==> src/rtl/master_spi4post.sv <==
// Mode-0 SPI master for the Post machine loader: one 16-bit frame per write, command plus read-out frame per read.
// done pulses 33*HALF_DIV+CS_GAP cycles after the first CS fall (doubled for reads); start is ignored while busy.
module master_spi4post #(
  parameter int HALF_DIV = 4,
  parameter int CS_GAP   = 4
) (
  input  logic       CLK,
  input  logic       RST,
  input  logic       start,
  input  logic       op_read,
  input  logic       sel_ram,
  input  logic [7:0] addr,
  input  logic [3:0] wdata,
  output logic       busy,
  output logic       done,
  output logic [3:0] rdata,
  output logic       resp_ok,
  output logic       CS,
  output logic       SCK,
  output logic       MOSI,
  input  logic       MISO
);

  typedef enum logic [2:0] {
    IDLE, SHIFT_LO, SHIFT_HI, CS_HOLD, GAP, DONE
  } state_t;

  localparam logic [7:0] HALF_LAST = 8'(HALF_DIV - 1);
  localparam logic [7:0] GAP_LAST  = 8'(CS_GAP - 1);

  state_t      state_q, state_d;
  logic [7:0]  div_q, div_d;
  logic [3:0]  bit_q, bit_d;
  logic        frm_q, frm_d;
  logic [15:0] word_q, word_d;
  logic [15:0] rx_q, rx_d;
  logic        cs_q, cs_d;
  logic        sck_q, sck_d;
  logic        mosi_q, mosi_d;
  logic        busy_q, busy_d;
  logic        done_q, done_d;
  logic [3:0]  rdata_q, rdata_d;
  logic        ok_q, ok_d;
  logic [3:0]  low_nib;

  always_ff @(posedge CLK or posedge RST) begin
    if (RST) begin
      state_q <= IDLE;
      div_q   <= '0;
      bit_q   <= '0;
      frm_q   <= 1'b0;
      word_q  <= '0;
      rx_q    <= '0;
      cs_q    <= 1'b1;
      sck_q   <= 1'b0;
      mosi_q  <= 1'b0;
      busy_q  <= 1'b0;
      done_q  <= 1'b0;
      rdata_q <= '0;
      ok_q    <= 1'b0;
    end else begin
      state_q <= state_d;
      div_q   <= div_d;
      bit_q   <= bit_d;
      frm_q   <= frm_d;
      word_q  <= word_d;
      rx_q    <= rx_d;
      cs_q    <= cs_d;
      sck_q   <= sck_d;
      mosi_q  <= mosi_d;
      busy_q  <= busy_d;
      done_q  <= done_d;
      rdata_q <= rdata_d;
      ok_q    <= ok_d;
    end
  end

  always_comb begin
    state_d = state_q;
    div_d   = div_q + 8'd1;
    bit_d   = bit_q;
    frm_d   = frm_q;
    word_d  = word_q;
    rx_d    = rx_q;
    cs_d    = cs_q;
    sck_d   = sck_q;
    mosi_d  = mosi_q;
    busy_d  = busy_q;
    done_d  = 1'b0;
    rdata_d = rdata_q;
    ok_d    = ok_q;
    if (op_read)      low_nib = 4'b0000;
    else if (sel_ram) low_nib = {3'b000, wdata[0]};
    else              low_nib = wdata;

    case (state_q)
      IDLE: begin
        div_d = '0;
        if (start) begin
          word_d  = {op_read, sel_ram, 2'b00, addr, low_nib};
          frm_d   = 1'b0;
          bit_d   = '0;
          cs_d    = 1'b0;
          sck_d   = 1'b0;
          mosi_d  = op_read;
          busy_d  = 1'b1;
          state_d = SHIFT_LO;
        end
      end
      SHIFT_LO: begin
        if (div_q == HALF_LAST) begin
          div_d   = '0;
          sck_d   = 1'b1;
          state_d = SHIFT_HI;
          if (frm_q) rx_d = {rx_q[14:0], MISO};
        end
      end
      SHIFT_HI: begin
        if (div_q == HALF_LAST) begin
          div_d = '0;
          sck_d = 1'b0;
          if (bit_q == 4'd15) begin
            bit_d   = '0;
            mosi_d  = 1'b0;
            state_d = CS_HOLD;
          end else begin
            bit_d   = bit_q + 4'd1;
            // Read-out frame sends zeros; command frame sends the next bit MSB first.
            mosi_d  = frm_q ? 1'b0 : word_q[4'd14 - bit_q];
            state_d = SHIFT_LO;
          end
        end
      end
      CS_HOLD: begin
        if (div_q == HALF_LAST) begin
          div_d   = '0;
          cs_d    = 1'b1;
          state_d = GAP;
        end
      end
      GAP: begin
        if (div_q == GAP_LAST) begin
          div_d = '0;
          if (word_q[15] && !frm_q) begin
            frm_d   = 1'b1;
            cs_d    = 1'b0;
            mosi_d  = 1'b0;
            state_d = SHIFT_LO;
          end else begin
            done_d  = 1'b1;
            busy_d  = 1'b0;
            state_d = DONE;
            if (word_q[15]) begin
              rdata_d = rx_q[3:0];
              ok_d    = (rx_q[15:4] == word_q[15:4]);
            end
          end
        end
      end
      DONE: begin
        div_d   = '0;
        state_d = IDLE;
      end
      default: begin
        div_d   = '0;
        state_d = IDLE;
      end
    endcase
  end

  assign busy    = busy_q;
  assign done    = done_q;
  assign rdata   = rdata_q;
  assign resp_ok = ok_q;
  assign CS      = cs_q;
  assign SCK     = sck_q;
  assign MOSI    = mosi_q;

endmodule

==> config.mk <==
export PLATFORM = sky130hd
export DESIGN_NAME = master_spi4post
export DESIGN_NICKNAME = d
export VERILOG_FILES = /design/src/rtl/master_spi4post.sv
export SDC_FILE = /design/constraint.sdc
export NUM_CORES = 1
export LEC_CHECK = 0
export CAP_MARGIN = 10
export CELL_PAD_IN_SITES_DETAIL_PLACEMENT = 2
export CELL_PAD_IN_SITES_GLOBAL_PLACEMENT = 2
export CORE_ASPECT_RATIO = 0.8
export CORE_UTILIZATION = 40
export DETAILED_ROUTE_END_ITERATION = 8
export GPL_ROUTABILITY_DRIVEN = 1
export MAX_ROUTING_LAYER = met4
export PLACE_DENSITY = 0.86
export SLEW_MARGIN = 20
export SYNTH_ARGS = -nofsm -noshare
export SYNTH_HDL_FRONTEND = slang
export SYNTH_SLANG_ARGS = --single-unit
==> constraint.sdc <==
create_clock -name CLK -period 3.2 [get_ports CLK]
set_input_delay 0.8 -clock CLK [delete_from_list [all_inputs] [get_ports CLK]]
set_output_delay 0.8 -clock CLK [all_outputs]
set_load 0.01 [all_outputs]
# Word-level counts from Yosys, hierarchy flattened
# Cells that the tools add are included.
[op_classes]
n_addsub = 3
n_lt_le_gt_ge = 1
n_eq_ne = 14
muxes = 40
bitwise = 1
reduce_logical = 19
[ops]
columns = ["op", "count"]
rows = [
  ["2-to-1 mux 4 bit", 5],
  ["2-to-1 mux 1 bit", 18],
  ["2-to-1 mux 3 bit", 6],
  ["2-to-1 mux 8 bit", 2],
  ["AND reduction 4 bit", 4],
  ["case mux 3 bit (5 select lines)", 1],
  ["AND reduction 5 bit", 3],
  ["!= test 2 bit, second input constant", 7],
  ["== test 12 bit", 1],
  ["case mux 1 bit (3 select lines)", 3],
  ["nonzero test 3 bit", 3],
  ["adder 8 x 1 -> 8 bit, second input constant", 1],
  ["== test 8 x 2 -> 1 bit, second input constant", 1],
  ["case mux 4 bit (2 select lines)", 1],
  ["== test 3 x 2 -> 1 bit, second input constant", 2],
  ["AND reduction 3 bit", 2],
  ["less-than comparator 4 x 5 -> 1 bit, second input constant", 1],
  ["adder 4 x 1 -> 4 bit, second input constant", 1],
  ["binary-select mux 1 bit (select 4 bit)", 1],
  ["== test 4 bit, second input constant", 1],
  ["case mux 1 bit (2 select lines)", 2],
  ["nonzero test 2 bit", 2],
  ["OR reduction 4 bit", 1],
  ["subtractor 4 bit, first input constant", 1],
  ["8 further kinds", 8],
]
[word_totals]
reg_bits = 56
out_inout_bits = 10

# Logic depth before layout (Yosys ltp)
[depth]
depth_word = 7
ltp_mapped = 7
ltp_nobuf = 6

# Worst setup path after synthesis
# OpenSTA, ideal clock, no wires.
[synth_timing]
path_type = "reg-to-reg"
from = "reg bit_q[0]"
to = "reg mosi_q (netlist: MOSI)"
setup_time_ps = 140
arrival_time_ps = 1991
required_ps = 3060
slack_ps = 1069
stages_incl_launch_ff = 7
n_path_buf = 0
period_less_slack_ps = 2131
path_cell_list = "dfrtp_1 ha_1 xnor2_1 mux2_2 a41o_1 o311ai_0 a31oi_1"
[synth_via]
elab_chain_cells = 7
word_cells_on_any_way = 8
cone_classes = "1 x add/sub; 1 x eq/ne; 6 x mux"
[synth_rtl]
columns = ["element", "line", "rtl"]
rows = [
  ["start: declaration", "33", "logic [3:0] bit_q, bit_d;"],
  ["start signal: assignment", "64", "bit_q <= bit_d;"],
  ["subtractor 4 bit", "129", "mosi_d = frm_q ? 1'b0 : word_q[4'd14 - bit_q];"],
  ["binary-select mux 1 bit (select 4 bit)", "129", ""],
  ["2-to-1 mux 1 bit (not written as such)", "129", ""],
  ["2-to-1 mux 1 bit", "129", ""],
  ["2-to-1 mux 1 bit *", "122", "if (bit_q == 4'd15) begin"],
  ["2-to-1 mux 1 bit *", "119", "if (div_q == HALF_LAST) begin"],
  ["case mux 1 bit (3 select lines) *", "96", "case (state_q)"],
  ["end signal: assignment", "70", "mosi_q <= mosi_d;"],
  ["end: declaration", "39", "logic mosi_q, mosi_d;"],
]
# Every way passes the cells marked *; elsewhere a longest branch is shown, timed or not. The select of a mux whose other input is x is not followed.
# A chain may end at the register's enable or synchronous reset.

# Final worst setup path
# Same ends and word-level chain as after synthesis.

==> results.tsv <==
stage	metric	value	unit
routing	drt wl/cell	19.2	um
routing	DRT Pass-1 Iters	4	
cells_and_area	Filler Cell Count	670	
setup_path	Worst EP required	3.39	ns
power	total net switching power	0.286	mW
floorplanning	Top Ports	28	
cells_and_area	most frequent cells in the layout	dfrtp_1, mux2_2, clkdlybuf4s50_1	
floorplanning	starting utilization of the core area	0.422	
setup_path	critical path launch point type	flip-flop	
cells_and_area	Layout Utilization	0.494	
setup_path	kind of critical path	flip-flop to flip-flop	
floorplanning	# rows	26	
power	share of power burned in registers	0.594	
clock_tree	clock latency on the worst-skew pair	0.32	ns
clock_tree	CTS resizes	0	
cells_and_area	layout cell share with drive strength beyond 1	0.198	
routing	Vias/cell	5.44	
yosys	ys async rst share	1.00	
flow_run	Max-Cap Viols	0	
place	gpl congestion	0.767	
setup_path	reg2reg end	MOSI	
setup_path	CP arrival	2.84	ns
yosys	synth warn	0	
yosys	Yosys top cell area share	0.504	
status	status	completed	
yosys	cell taking the most area after synthesis	dfrtp_1	
routing	Post-route DRC	0	
timing	final hold vios	0	
setup_path	Critical Path End Type	flip-flop	
setup_path	R2R setup slack	0.56	ns
yosys	Compound-Gate Fraction of Synth Area	0.0637	
routing	Initial DRC Count	122	
timing	Rel. slew slack	0.368	
yosys	Synth cell types	42	
yosys	predominant post-synthesis flop cell	dfrtp_1	
place	post-DP HPWL	4.99	mm
timing	final setup vio count	0	
power	clock power share	0.346	
yosys	post-synthesis mux area share	0.159	
timing	minimum clock period	2.64	ns
setup_path	crit path max fanout	15	
clock_tree	Post-CTS Hold Buffers	0	
timing	final setup margin	0.557	ns
yosys	syn_nets	262	
setup_path	r2r startpoint	bit_q[0]	
grt	gr usage total	0.223	
yosys	largest family of logic cells by synthesized area	simple AND/OR/NAND/NOR gates	
yosys	Syn Std Cell Area	2730	um^2
routing	via count	1941	
yosys	Synth area leaders	dfrtp_1, mux2_2, xor2_1	
floorplanning	core area	6470	um^2
place	post-placement cell area	3100	um^2
timing	RSZ-0062 raised after global routing	no	
grt	number of global-route vias before repair	2135	
routing	final antenna-violating net count	0	
floorplanning	Die Ht	75.9	um
yosys	Syn Area/Cell	11.3	um^2
cells_and_area	Post-Layout Inst Area	3200	um^2
clock_tree	clk buf depth	2	
timing	Worst-Margin Slew	0.941	ns
min_path	worst hold-check path type	flip-flop to flip-flop	
yosys	Synth Area in Adders	0.00917	
yosys	#FFs+latches synth	56	
timing	max-slew violations	0	
clock_tree	clock-pin slew on the worst setup and hold paths	0.10	ns
floorplanning	DIE AREA	7160	um^2
clock_tree	post-CTS setup buffers	0	
clock_tree	H-tree depth	2	
timing	Fmax achieved	378	MHz
place	DP Worst Slack	0.556	ns
clock_tree	Root Driver	clkbuf_8	
grt	global route total overflow	0	
cells_and_area	Area growth syn-to-layout	17.1	%
timing	Tcrit/Tclk final	0.826	
yosys	cells after synthesis	242	
power	Sw Ratio	0.235	
cells_and_area	diode count	0	
grt	largest net degree at the start of global routing	25	
power	P_int	0.928	mW
power	leakage	1.50	nW
grt	first-pass GRT wire length	11.3	mm
routing	total wire length	6.86	mm
setup_path	worst r2r path cells	6	
setup_path	Critical Path End	MOSI	
yosys	sequential area share after synthesis	0.514	
grt	initial antenna violation count	0	
timing	hold slack	0.494	ns
timing	TNS Setup	0	ns
floorplanning	Chip Width	94.3	um
yosys	Post-synth EDFFs	0	
power	Comb power frac	0.060	
yosys	area share of and/or/nand/nor cells after synthesis	0.178	
timing	Worst Clk Skew	0.00599	ns
power	power per cell area	380	nW/um^2
clock_tree	CTS Buf Count	5	
setup_path	CP startpoint	bit_q[0]	
cells_and_area	layout net count	292	
power	VDD IR max	277	uV
cells_and_area	most common cell after layout, fill and taps aside	dfrtp_1	
yosys	xor/xnor share of the synthesized area	0.0610	
clock_tree	TritonCTS clock tree	built	
clock_tree	Clock Sinks	56	
place	Port Buffer Count	27	
[cell families (layout without fill, tap and decap cells)]
kind of cell / after synthesis / in the layout
and+or+nand+nor: 86 / 86
xor gates and xnor gates: 19 / 19
muxes: 39 / 39
AOI/OAI and AO/OA: 29 / 29
buffers and inverters: 11 / 42
DFF: 56 / 56
adders and majority gates: 2 / 2
[power groups by stage]
| stage | Combinational, mW | Clock (mW) | Sequential, mW |
|---|---|---|---|
| after CTS | 0.0752 | 0.436 | 0.720 |
| after detailed placement | 0.0735 | 0 | 0.734 |
| after global routing | 0.0818 | 0.455 | 0.722 |
| after global placement | 0.0710 | 0 | 0.733 |
| final | 0.0734 | 0.420 | 0.720 |
| after floorplan | 0.0359 | 0 | 0.732 |
[sequential cells by signal (all words and copies together) (netlist names), 3 cells and up]
register / flops
div_q: 8
bit_q: 4
rdata: 4
state_q: 3
rx_q: 16
word_q: 14
[final cells by class]
| type | instances | area, um^2 | area share |
|---|---|---|---|
| Clock buffer | 6 | 82.6 | 0.0258 |
| Multi-Input combinational cell | 175 | 1280 | 0.402 |
| Tap cell | 84 | 105 | 0.0329 |
| Clock inverter | 2 | 13.8 | 0.00431 |
| Timing Repair Buffer | 30 | 293 | 0.0916 |
| Sequential cell | 56 | 1400 | 0.439 |
| Inverter | 4 | 15.0 | 0.00470 |
[cells in the mapped netlist (5+ instances only)]
| library cell | count |
|---|---|
| dfrtp_1 | 55 |
| mux2_2 | 34 |
| nand2_1 | 22 |
| nor2_1 | 16 |
| o21ai_0 | 12 |
| xor2_1 | 12 |
| nand3_1 | 7 |
| nor3_1 | 7 |
| xnor2_1 | 7 |
| a31oi_1 | 6 |
| nor3b_1 | 6 |
| a21oi_1 | 5 |
| clkbuf_1 | 5 |
| mux2i_1 | 5 |
[worst min-delay path by stage]
stage                    from         to  slack, ns  cells after the start
global route         div_q[0]   div_q[0]       0.51                      1
finish               div_q[0]   div_q[0]       0.49                      1
detailed placement   div_q[0]   div_q[0]       0.48                      1
floorplan           word_q[1]  word_q[1]       0.44                      2
CTS                  div_q[0]   div_q[0]       0.49                      1
global placement    word_q[1]  word_q[1]       0.47                      2
[critical path: stages, from the launching register on]
cell and delay [ns]:
dfrtp_1 0.55, ha_1 0.33, xnor2_1 0.77, mux2_2 0.43, a41o_1 0.24, o311ai_0 0.08
a31oi_1 0.12
[routing by layer]
layer,global-route usage,routed length [um],up-vias
li1,-,-,917
met1,0.296,3300,978
met2,0.341,3230,33
met3,0.0459,198,13
met4,0.0769,138,0
met5,-,0,-
[through the flow]
stage               instances  power [mW]
finish                    357        1.21
floorplan                 242       0.768
global placement          349       0.804
CTS                       357        1.23
global route              357        1.26
detailed placement        349       0.807
No activity file was read; power rests on OpenSTA's default activity.
